### config.mk
export PLATFORM = sky130hd
export DESIGN_NAME = alu_result_fifo
export DESIGN_NICKNAME = d
export VERILOG_FILES = /design/src/rtl/alu_result_fifo.sv
export SDC_FILE = /design/constraint.sdc
export NUM_CORES = 1
export LEC_CHECK = 0
export ABC_AREA = 1
export CAP_MARGIN = 15
export CORE_ASPECT_RATIO = 0.9
export CORE_MARGIN = 5
export CORE_UTILIZATION = 57
export CTS_CLUSTER_DIAMETER = 150
export DETAILED_ROUTE_END_ITERATION = 8
export MAX_ROUTING_LAYER = met4
export PLACE_DENSITY = 0.92
export SETUP_SLACK_MARGIN = 0.4
export SYNTH_ARGS = -nofsm -noshare
export SYNTH_HDL_FRONTEND = slang
export SYNTH_SLANG_ARGS = --single-unit
### constraint.sdc
create_clock -name clk -period 4.65 [get_ports clk]
set_clock_uncertainty 0.15 [all_clocks]
set_input_delay 0.6975 -clock clk [delete_from_list [all_inputs] [get_ports clk]]
set_output_delay 0.6975 -clock clk [all_outputs]
set_load 0.01 [all_outputs]
### src/rtl/alu_result_fifo.sv
// Registered FWFT output FIFO behind the 4-bit ALU: buffers result+flags+select,
// tracks sticky carry/overflow and a saturating count of delivered results.
module alu_result_fifo #(
    parameter int DW    = 4,
    parameter int DEPTH = 4,
    parameter int CNT_W = 8
) (
    input  logic                     clk,
    input  logic                     rst_n,
    input  logic                     in_valid,
    output logic                     in_ready,
    input  logic [DW-1:0]            in_out,
    input  logic [4:0]               in_flags,
    input  logic [1:0]               in_select,
    output logic                     out_valid,
    input  logic                     out_ready,
    output logic [DW-1:0]            out_data,
    output logic [4:0]               out_flags,
    output logic [1:0]               out_select,
    output logic [$clog2(DEPTH):0]   level,
    output logic [1:0]               sticky,
    input  logic                     sticky_clr,
    output logic [CNT_W-1:0]         result_cnt
);
    localparam int AW = $clog2(DEPTH);
    localparam int LW = AW + 1;

    typedef struct packed {
        logic [DW-1:0] data;
        logic [4:0]    flags;
        logic [1:0]    sel;
    } entry_t;

    entry_t          mem [DEPTH];
    logic [AW-1:0]   wr_ptr, rd_ptr;
    logic            push, pop;
    entry_t          head;

    assign in_ready  = (level != LW'(DEPTH));
    assign out_valid = (level != '0);
    assign push      = in_valid & in_ready;
    assign pop       = out_valid & out_ready;

    // Head is masked while empty so stale array contents never leak out.
    assign head       = out_valid ? mem[rd_ptr] : '0;
    assign out_data   = head.data;
    assign out_flags  = head.flags;
    assign out_select = head.sel;

    always_ff @(posedge clk) begin
        if (push) mem[wr_ptr] <= '{data: in_out, flags: in_flags, sel: in_select};
    end

    always_ff @(posedge clk or negedge rst_n) begin
        if (!rst_n) begin
            wr_ptr     <= '0;
            rd_ptr     <= '0;
            level      <= '0;
            sticky     <= 2'b00;
            result_cnt <= '0;
        end else begin
            if (push) wr_ptr <= wr_ptr + AW'(1);
            if (pop)  rd_ptr <= rd_ptr + AW'(1);
            case ({push, pop})
                2'b10:   level <= level + LW'(1);
                2'b01:   level <= level - LW'(1);
                default: level <= level;
            endcase
            // A push in the clear cycle still records its own carry/overflow.
            sticky <= (sticky_clr ? 2'b00 : sticky) |
                      (push ? {in_flags[4], in_flags[0]} : 2'b00);
            if (pop && result_cnt != {CNT_W{1'b1}})
                result_cnt <= result_cnt + CNT_W'(1);
        end
    end
endmodule

* Word level (Yosys, flattened, before mapping) *
Memories as Yosys holds them, arrays and structs flattened.
Index checks and enable logic that the tools add are counted.

cells by class
  reduce and logical (&&, ||, !) cells = 3
  multiplexer cells = 6
  add/sub/neg operators = 5
  bitwise operators = 3
  eq/ne operators = 4

operators by type and width
  kind                 count
  $mux 11              1
  $add 8x1->8 const B  1
  $ne 8x8->1 const B   1
  $pmux 3 s2           1
  $add 2x1->2 const B  2
  $mux 2               2
  $add 3x1->3 const B  1
  $ne 3x3->1 const B   1
  $reduce_bool 3->1    1
  $sub 3x1->3 const B  1
  $and 1x1->1          2
  $eq 2x1->1 const B   1
  $eq 2x2->1 const B   1
  $mux 1               2
  $or 2x2->2           1
  $reduce_bool 2->1    1
  $logic_and 1x1->1    1

storage, ports and cells
  memories = 1
  RAM bits = 44
  bits of input ports = 16
  register bits after elaboration = 17
  word-level logic and storage cells = 27
  output and inout port bits = 26

memory list
  name  depth  bits a word  rd ports  clocked after memory_dff  wr ports  RTL line  source
  mem   4      11           1         0                         1         34        entry_t mem [DEPTH];

* Depth between registers and ports, before layout *
Gate-level depths: netlist of the first run.

  depth after elaboration = 4
  gate-level depth with buffers = 10
  depth with buffers taken out = 10

* Worst setup path after synthesis of the first run *
Ideal clock, no wire load.

  kind = flip-flop to flip-flop
  start = register level[0]
  end = register level[2]
  arrival = 1,896 ps
  path slack = 2,525 ps
  library setup time = 79 ps
  clock period less this slack = 2,125 ps
  path buffers = 0
  cell stages (with the launch flop) = 10
  data required time = 4,421 ps
  cell sequence = dfrtp_1 > inv_2 > nand3_2 > nand2_2 > ha_1 > inv_1 > fa_1 > or2_2 > nand2_1 > xor2_1

between the ends
  word-level cells in the longest chain between the ends = 4
  elaborated cells between the ends (all ways) = 10
  those cells by class = 2 x add/sub; 3 x eq/ne; 1 x mux; 2 x bitwise; 2 x reduce/logical

ends and longest elaborated chain
  element                                                 RTL line  source
  start: declaration                                      20        output logic [$clog2(DEPTH):0] level,
  start signal: assignment                                65        2'b10: level <= level + LW'(1);
  start signal: assignment                                66        2'b01: level <= level - LW'(1);
  start signal: assignment                                67        default: level <= level;
  $ne 3x3->1 *                                            39        assign in_ready = (level != LW'(DEPTH));
  named net in_ready                                      11        output logic in_ready,
  $and 1x1->1 *                                           41        assign push = in_valid & in_ready;
  $eq 2x1->1 / $eq 2x2->1 (equally long branches)         64        case ({push, pop})
  $pmux 3 s2 / $reduce_bool 2->1 (equally long branches)  --

The timed path passes the listed nets; every way through them passes the cells marked *.
A chain may end at the register's enable or synchronous reset.

* Worst setup path in the final report of the first run *
  start = register rd_ptr[0]
  end = output port out_data[1]

between the ends
  word-level cells in the longest chain between the ends = 2

ends and longest elaborated chain
  element                   RTL line  source
  start: declaration        35        logic [AW-1:0] wr_ptr, rd_ptr;
  start signal: assignment  63        if (pop) rd_ptr <= rd_ptr + AW'(1);
  $mem_v2 4x11              --
  $mux 11                   45        assign head = out_valid ? mem[rd_ptr] : '0;
  end: declaration          17        output logic [DW-1:0] out_data,

No other way between the ends.

==> reports/summary.md, run 1 <==
The ratio of cells with drive above 1 in the final layout came out at 0.104. The worst setup path is captured at an output pin. The critical path runs through a total of 4 cells. The net count after synthesis is 279, and the quantity of gates resized following cts is 0. Dividing the detail-routed wire length by the instance count gives 16.1 um. The clock tree synthesis step divided the H-tree into 3 levels. The total power density per cell area works out to 679 mW/mm2.

42 I/O pins were placed. The die covers 0.00625 mm2. For the final number of setup-violating endpoints, the log shows 0. The logs give 9 for the number of buffers inserted during clock tree synthesis and 0.00272 mm2 for the post-synthesis instance area. The kind of critical path was register to output pin. For the net switching power of the design, the log shows 0.000827 W. The kind of path behind the tightest hold check is register to register. The worst hold path begins at sticky[1]. The run gives 0 as the detailed-route DRC error count. The worst setup path is launched from a register. Along the worst path, the maximum fanout reaches 24.

After clock tree synthesis, the clock-pin slew on the worst setup and hold paths is 70 ps. Detailed routing inserted a total of 1938 vias. The run gives 0 as the number of slew-limit violations in the final report.

The post-route clock period utilization is 0.715, and the number of DRC violations after detailed-routing iteration 0 is 196. TritonCTS built the clock tree. The critical path goes through inv_2 > o21ai_1 > a21oi_1 > clkdlybuf4s50_1. The run finished with clean final reports. The gate count after technology mapping was 256; the post-detailed-placement cell area was 0.00317 mm2. The count of TritonRoute iterations in the first routing pass was 4; the number of global-route vias before repair was 2017.

Relative to the synthesized area, the layout overhead comes to 25.6%. The logs give 0.386 for the combinational power share and 325 for the number of nets in the final layout. In this run, distinct cell masters in the synthesized netlist total 25. The insertion delay to the later sink of the worst-skew pair is 340 ps. In this run the vertical extent of the chip is 75.5 um.

The logs give 0 ps for the aggregate negative setup slack and 0.244 for the clock network fraction of total power. The worst reg2reg path endpoint was level[2]. For the internal power consumption, the log shows 0.00149 W. In the post-synthesis netlist, the biggest area contributors are edfxtp_1, dfrtp_1, nor2_1. The number of setup buffers added after CTS is 0.

The logs give 0.222 for the global-route usage over all layers and 0.598 for the starting density of the core. The tools report the number of antenna violations at the first check in global routing as 0. The tree built by TritonCTS fans out to 61 sinks. The post-detailed-route count of antenna-violating nets came out at 0. The run gives 0.643 as the portion of the post-synthesis area used by sequential elements. Of all cell types, the one taking the most synthesized area is edfxtp_1. Measured in cells, the most critical reg-to-reg path has a length of 9.

The logs give 0.00455 mm2 for the area of the core region and 23 for the number of placement rows. The maximum root-to-sink buffer count came out at 2. The tree is rooted in a clkbuf_8.

The routability congestion estimate from global placement was 0.832; the pin slew with the least headroom to its limit was 1090 ps. In this design, the largest share of critical-path delay is due to buffers and inverters. The logs give 0 for the final hold violation count and 9.63 mm for the first-pass GRT wire length. The worst slew margin relative to its limit was 0.271; the total detailed-routing wirelength was 5.94 mm.

The share of Yosys cell area claimed by the top area cell type came out at 0.486. The logs give 3.83 mm for the half-perimeter wire length after placement and 25 for the largest net degree at the start of global routing. For this design, the slowest cell found on the critical path is dfrtp_1. The logs give 485 uV for the maximum vdd drop and 0 for the Yosys warning count. The largest single stage delay on the critical path is 860 ps. For the number of fill cells, the log shows 307. In this run the horizontal extent of the chip is 82.8 um.

After routing the design area is 0.00341 mm2. The portion of total power attributed to sequential cells is 0.370, and the number of port buffers is 41. The ratio of routed vias to standard cells is 5.25, and the number of buffers inserted by hold repair at cts is 0.

Number of antenna repair diodes: 0. The tool flagged a number of max-cap violations equal to 0. The path with the worst hold slack has its endpoint at sticky[1]. For this design the static power due to leakage is 1.32 nW. The number of storage elements in the synthesis netlist was 61. The worst hold path passes through 2 cells. For this run the aggregate overflow at the end of global routing stands at 0. Critical register-to-register path startpoint: level[0]. Subtracting the final worst setup slack from the clock period gives 3320 ps.

The proportion of total power due to net switching was 0.357; the number of cells in the finished layout apart from fillers was 369. The data required time of the critical path is 3800 ps, and the count of buffer and inverter cells on the critical path is 2. Setup repair after global routing left no endpoint under its margin. Average footprint of a synthesized cell: 10.6 um2. The logs give 353 for the number of placed instances, taps included and 2410 ps for the register-to-register setup slack. The maximum clock rate is 301 MHz, and the critical path arrival is 2480 ps.
## Yosys cell counts (all sizes together)
cell type	n
o21ai	27
buf	6
ha	6
dfrtp	17
edfxtp	44
xnor2	2
fa	1
clkbuf	1
clkinv	1
nor2	60
nand2	42
xor2	5
nor3	1
nand3	9
a21oi	13
inv	20
or2	1
## worst min-delay path, cell delays in order (launching register included)
cell and delay, ps:
dfrtp_1 370, inv_1 50, o21ai_0 70
## sequential cells by signal (all words and copies together), names as in the netlist
signal      cells
wr_ptr          2
result_cnt      8
sticky          2
mem            44
rd_ptr          2
level           3
## cell families (layout without fill, tap and decap cells)
family / after synthesis / after routing / share of synthesized area
AO/OA/AOI/OAI: 40 / 40 / 0.0737
AND/OR/NAND/NOR: 113 / 113 / 0.181
XOR/XNOR: 7 / 7 / 0.0226
flip-flops: 61 / 61 / 0.643
buffers and inverters: 28 / 79 / 0.0451
adder cells (fa/ha/maj): 7 / 7 / 0.0350
## metrics by stage
stage | hold slack (ps) | setup slack, ps | total power (W) | utilization
after global placement | 366 | 1860 | 0.00169 | 0.698
after floorplan | 252 | 2520 | 0.00134 | -
final | 387 | 1330 | 0.00232 | 0.751
after CTS | 393 | 1330 | 0.00233 | 0.751
after detailed placement | 382 | 1740 | 0.00175 | 0.698
after global routing | 445 | 1160 | 0.00245 | 0.751
## power by group through the flow
| stage | registers, W | logic, W | clock network (W) |
|---|---|---|---|
| finish | 0.000857 | 0.000895 | 0.000566 |
| CTS | 0.000855 | 0.000903 | 0.000570 |
| floorplan | 0.000823 | 0.000520 | 0 |
| global route | 0.000876 | 0.000984 | 0.000590 |
| global placement | 0.000853 | 0.000840 | 0 |
| detailed placement | 0.000862 | 0.000885 | 0 |
## cells in the final DEF (no fill, tap or decap), types with 2 or more instances in the layout
cell type	netlist	final
nand3_1	6	6
clkdlybuf4s50_1	0	41
nand3_2	3	3
xor2_1	5	5
ha_1	6	6
xnor2_1	2	2
inv_2	4	4
nor2_4	2	2
nand2_2	2	2
clkbuf_8	0	9
a21oi_1	13	13
edfxtp_1	44	44
nand2_1	38	38
o21ai_0	7	7
nor2_1	57	57
dfrtp_1	17	17
bufinv_16	0	3
o21ai_1	20	20
nand2_4	2	2
inv_1	16	16
clkinv_4	1	2
## layout make-up
cell class	count	area, um2	area share
sequential	61	1750	0.512
multi-input combinational	167	848	0.249
timing repair buffer	42	418	0.122
clock buffer	10	128	0.0374
clock inverter	6	111	0.0326
inverter	21	83.8	0.0246
tap	62	77.6	0.0227
## worst max-delay path by stage
stage	from	slack, ps	to
CTS	rd_ptr[0]	1330	out_data[1]
global route	rd_ptr[0]	1160	out_data[1]
floorplan	level[0]	2520	level[2]
detailed placement	rd_ptr[0]	1740	out_select[1]
finish	rd_ptr[0]	1330	out_data[1]
global placement	rd_ptr[0]	1860	out_flags[4]
## routing by layer
metal	wire, um	global-route usage	vias up
li1	-	-	935
met1	2440	0.264	933
met2	3110	0.359	54
met3	240	0.0473	16
met4	144	0.118	0
met5	0	-	-
No activity file was read; power rests on OpenSTA's default activity.
==> run 2: changes to the inputs <==
--- a/config.mk
+++ b/config.mk
@@ -9,11 +9,11 @@
 export CAP_MARGIN = 15
 export CORE_ASPECT_RATIO = 0.9
 export CORE_MARGIN = 5
-export CORE_UTILIZATION = 57
+export CORE_UTILIZATION = 53
 export CTS_CLUSTER_DIAMETER = 150
 export DETAILED_ROUTE_END_ITERATION = 8
 export MAX_ROUTING_LAYER = met4
-export PLACE_DENSITY = 0.92
+export PLACE_DENSITY = 0.87
 export SETUP_SLACK_MARGIN = 0.4
 export SYNTH_ARGS = -nofsm -noshare
 export SYNTH_HDL_FRONTEND = slang
==> constraint.sdc (replaced) <==
create_clock -name clk -period 3.2 [get_ports clk]
set_clock_uncertainty 0.15 [all_clocks]
set_input_delay 0.48 -clock clk [delete_from_list [all_inputs] [get_ports clk]]
set_output_delay 0.48 -clock clk [all_outputs]
set_load 0.01 [all_outputs]
==> run 2 against run 1 <==
  * Critical path depth is 1 higher
  * Count of clock-buffer cells in the layout shrank 1
  * Die area is 6.6% higher
  * Combinational power up 54%
  * Global-route usage is 4.7 points lower
  * Sequential share of layout area down 0.79 points
  * Clock power is 27% higher
  * Sequential power is 39% higher
  * Core utilization decreased by 4.2 points
  * Non-clock buffer count is 9 higher
  * Hold slack better by 2.9 ps
  * Largest power group unchanged
==> reports/summary.md, run 2 (same netlist as run 1, synthesis figures left out) <==
Number of DRC violations after detailed-routing iteration 0: 104 (was 196). The tools report the area of the core region as 0.00489 mm2 (was 0.00455 mm2). The post-route clock period utilization is 0.830, and the detailed-route DRC error count is 0 (unchanged). The ratio of cells with drive above 1 in the final layout works out to 0.139 (was 0.104).

The routed wirelength normalized by instance count was 14.2 um (was 16.1 um); the total vias in the final route was 1921 (was 1938). The tools report the launch instance of the worst min-delay path as level[0] (was sticky[1]). The kind of path behind the tightest hold check is register to register (unchanged). The post-detailed-placement cell area is 0.00322 mm2 (was 0.00317 mm2), and the data required time of the critical path is 2570 ps (was 3800 ps). The width of the chip was 85.5 um (was 82.8 um).

The half-perimeter wire length after placement is 3.58 mm (was 3.83 mm), and the total power density per cell area is 948 mW/mm2 (was 679 mW/mm2). The tools report the critical register-to-register path startpoint as level[0] (unchanged). Number of buffers inserted by hold repair at cts: 0 (unchanged). Number of buffers inserted during clock tree synthesis: 9 (unchanged). The tools report the register-to-register setup slack as 1010 ps (was 2410 ps). Number of sinks driven by the clock tree: 61 (unchanged).

The run gives 0.00329 W (was 0.00232 W) as the overall power after layout. The ratio of routed vias to standard cells is 5.03 (was 5.25), and the maximum clock rate is 377 MHz. The number of placement rows was 24 (was 23); the maximum root-to-sink buffer count was 2 (unchanged).

The number of max-cap violations was 0 (unchanged). The total detailed-routing wirelength is 5.42 mm (was 5.94 mm). Largest register by flop count: mem (unchanged). The aggregate negative setup slack was 0 ps (unchanged); the final hold violation count was 0 (unchanged).

The worst setup path startpoint is rd_ptr[1] (was rd_ptr[0]). The overall overflow remaining after global route came out at 0 (unchanged). Number of I/O pins: 42 (unchanged). The number of antenna violations at the first check in global routing is 0 (unchanged). Area added between synthesis and finish: 27.7% (was 25.6%).

The number of nets in the final layout is 335 (was 325), and the first-pass GRT wire length is 8.58 mm (was 9.63 mm). The number of H-tree levels came out at 3 (unchanged). The run gives 0.443 (was 0.271) as the worst slew margin relative to its limit.

The leakage component of the power is 1.36 nW (was 1.32 nW), and the number of antenna repair diodes is 0 (unchanged). The number of flip-flops under the largest register name was 44 (unchanged). For the post-detailed-route count of antenna-violating nets, the log shows 0 (unchanged). Number of placed instances, taps included: 361 (was 353). The largest fanout on the critical path came out at 8 (was 24).

The tools report the insertion delay to the later sink of the worst-skew pair as 320 ps (was 340 ps). Critical path launch point type: a register (unchanged). The global-route usage over all layers came out at 0.175 (was 0.222). Leading cell types in the layout, fill and taps excluded: nor2_1, edfxtp_1, clkdlybuf4s50_1 (unchanged).

The tools report the sort of element at the end of the critical path as an output pin (unchanged). The number of slew-limit violations in the final report was 0 (unchanged). The kind of critical path was register to output pin (unchanged).

The tools report the critical path arrival as 2030 ps (was 2480 ps). The starting density of the core was 0.555 (was 0.598). The routed design could run at a clock period as short as 2660 ps. The number of cells in the finished layout apart from fillers is 382 (was 369), and the final non-filler cell area is 0.00347 mm2 (was 0.00341 mm2). The maximum vdd drop is 566 uV (was 485 uV). The most common cell after layout, fill and taps aside was nor2_1 (unchanged).

Number of global-route vias before repair: 1864 (was 2017). The tools report the clock root buffer as clkbuf_8 (unchanged). The routability congestion estimate from global placement was 0.821 (was 0.832); the count of TritonRoute iterations in the first routing pass was 5 (was 4). Setup repair after global routing left no endpoint under its margin. The flow ran to the end, and the final reports show no timing, DRC or antenna violations. Number of port buffers: 41 (unchanged).

Largest registers in the final layout: mem: 44 flops, result_cnt: 8 flops, level: 3 flops (unchanged). The clock-pin slew on the worst setup and hold paths was 60 ps (was 70 ps); the pin slew with the least headroom to its limit was 833 ps (was 1090 ps). Area of the die: 0.00666 mm2 (was 0.00625 mm2). TritonCTS built the clock tree. The logs give 0 (unchanged) for the final number of setup-violating endpoints and 25 (unchanged) for the largest net degree at the start of global routing. The die height was 77.9 um (was 75.5 um); the final cell utilization of the core was 0.709 (was 0.751).
-- run 2: metal layers --
metal,GRT usage,part of all wire
met5,-,0
met4,0.0491,0.0053
met3,0.0625,0.079
met2,0.285,0.52
met1,0.207,0.40
-- run 2: timing repair --
action	4_1_cts	5_1_grt
pin swaps	0	0
gates cloned	0	1
setup buffers	0	4
setup endpoints to repair	7	5
resized for setup	1	1
-- run 2: final cells by class --
type                       count  area (um2)
clock buffer                   9         124
clock inverter                 7        90.1
fill                         343        1430
inverter                      21        87.6
multi-input combinational    167         848
sequential                    61        1750
tap                           65        81.3
timing repair buffer          51         485
timing repair inverter         1        5.00
-- run 2: per-stage QoR --
step / hold WS, ps / worst slack [ps]
after floorplan: 34.4 / 1070
after global placement: 366 / 706
after detailed placement: 385 / 675
after CTS: 396 / 472
after global routing: 419 / 427
final: 390 / 544
-- run 2: final timing paths --
path / to / depth (start not counted)
max: out_flags[0] / 5
min in group asynchronous: result_cnt[5] / 1
min reg2reg: level[0] / 1
min: level[0] / 1
max in group asynchronous: rd_ptr[1] / 1
max reg2reg: level[2] / 9
-- run 2: worst max-delay path, stage by stage, from the launching register on --
cell	delay, ps
dfrtp_2	470
clkinvlp_2	300
nor2_1	160
o21ai_1	70
a21oi_1	150
clkdlybuf4s50_1	550
-- run 2: power by group --
| group | internal [W] | switching, W | leakage [nW] |
|---|---|---|---|
| logic | 0.000647 | 0.000729 | 0.635 |
| clock network | 0.000434 | 0.000287 | 0.107 |
| registers | 0.00106 | 0.000138 | 0.614 |
| total | 0.00214 | 0.00115 | 1.36 |
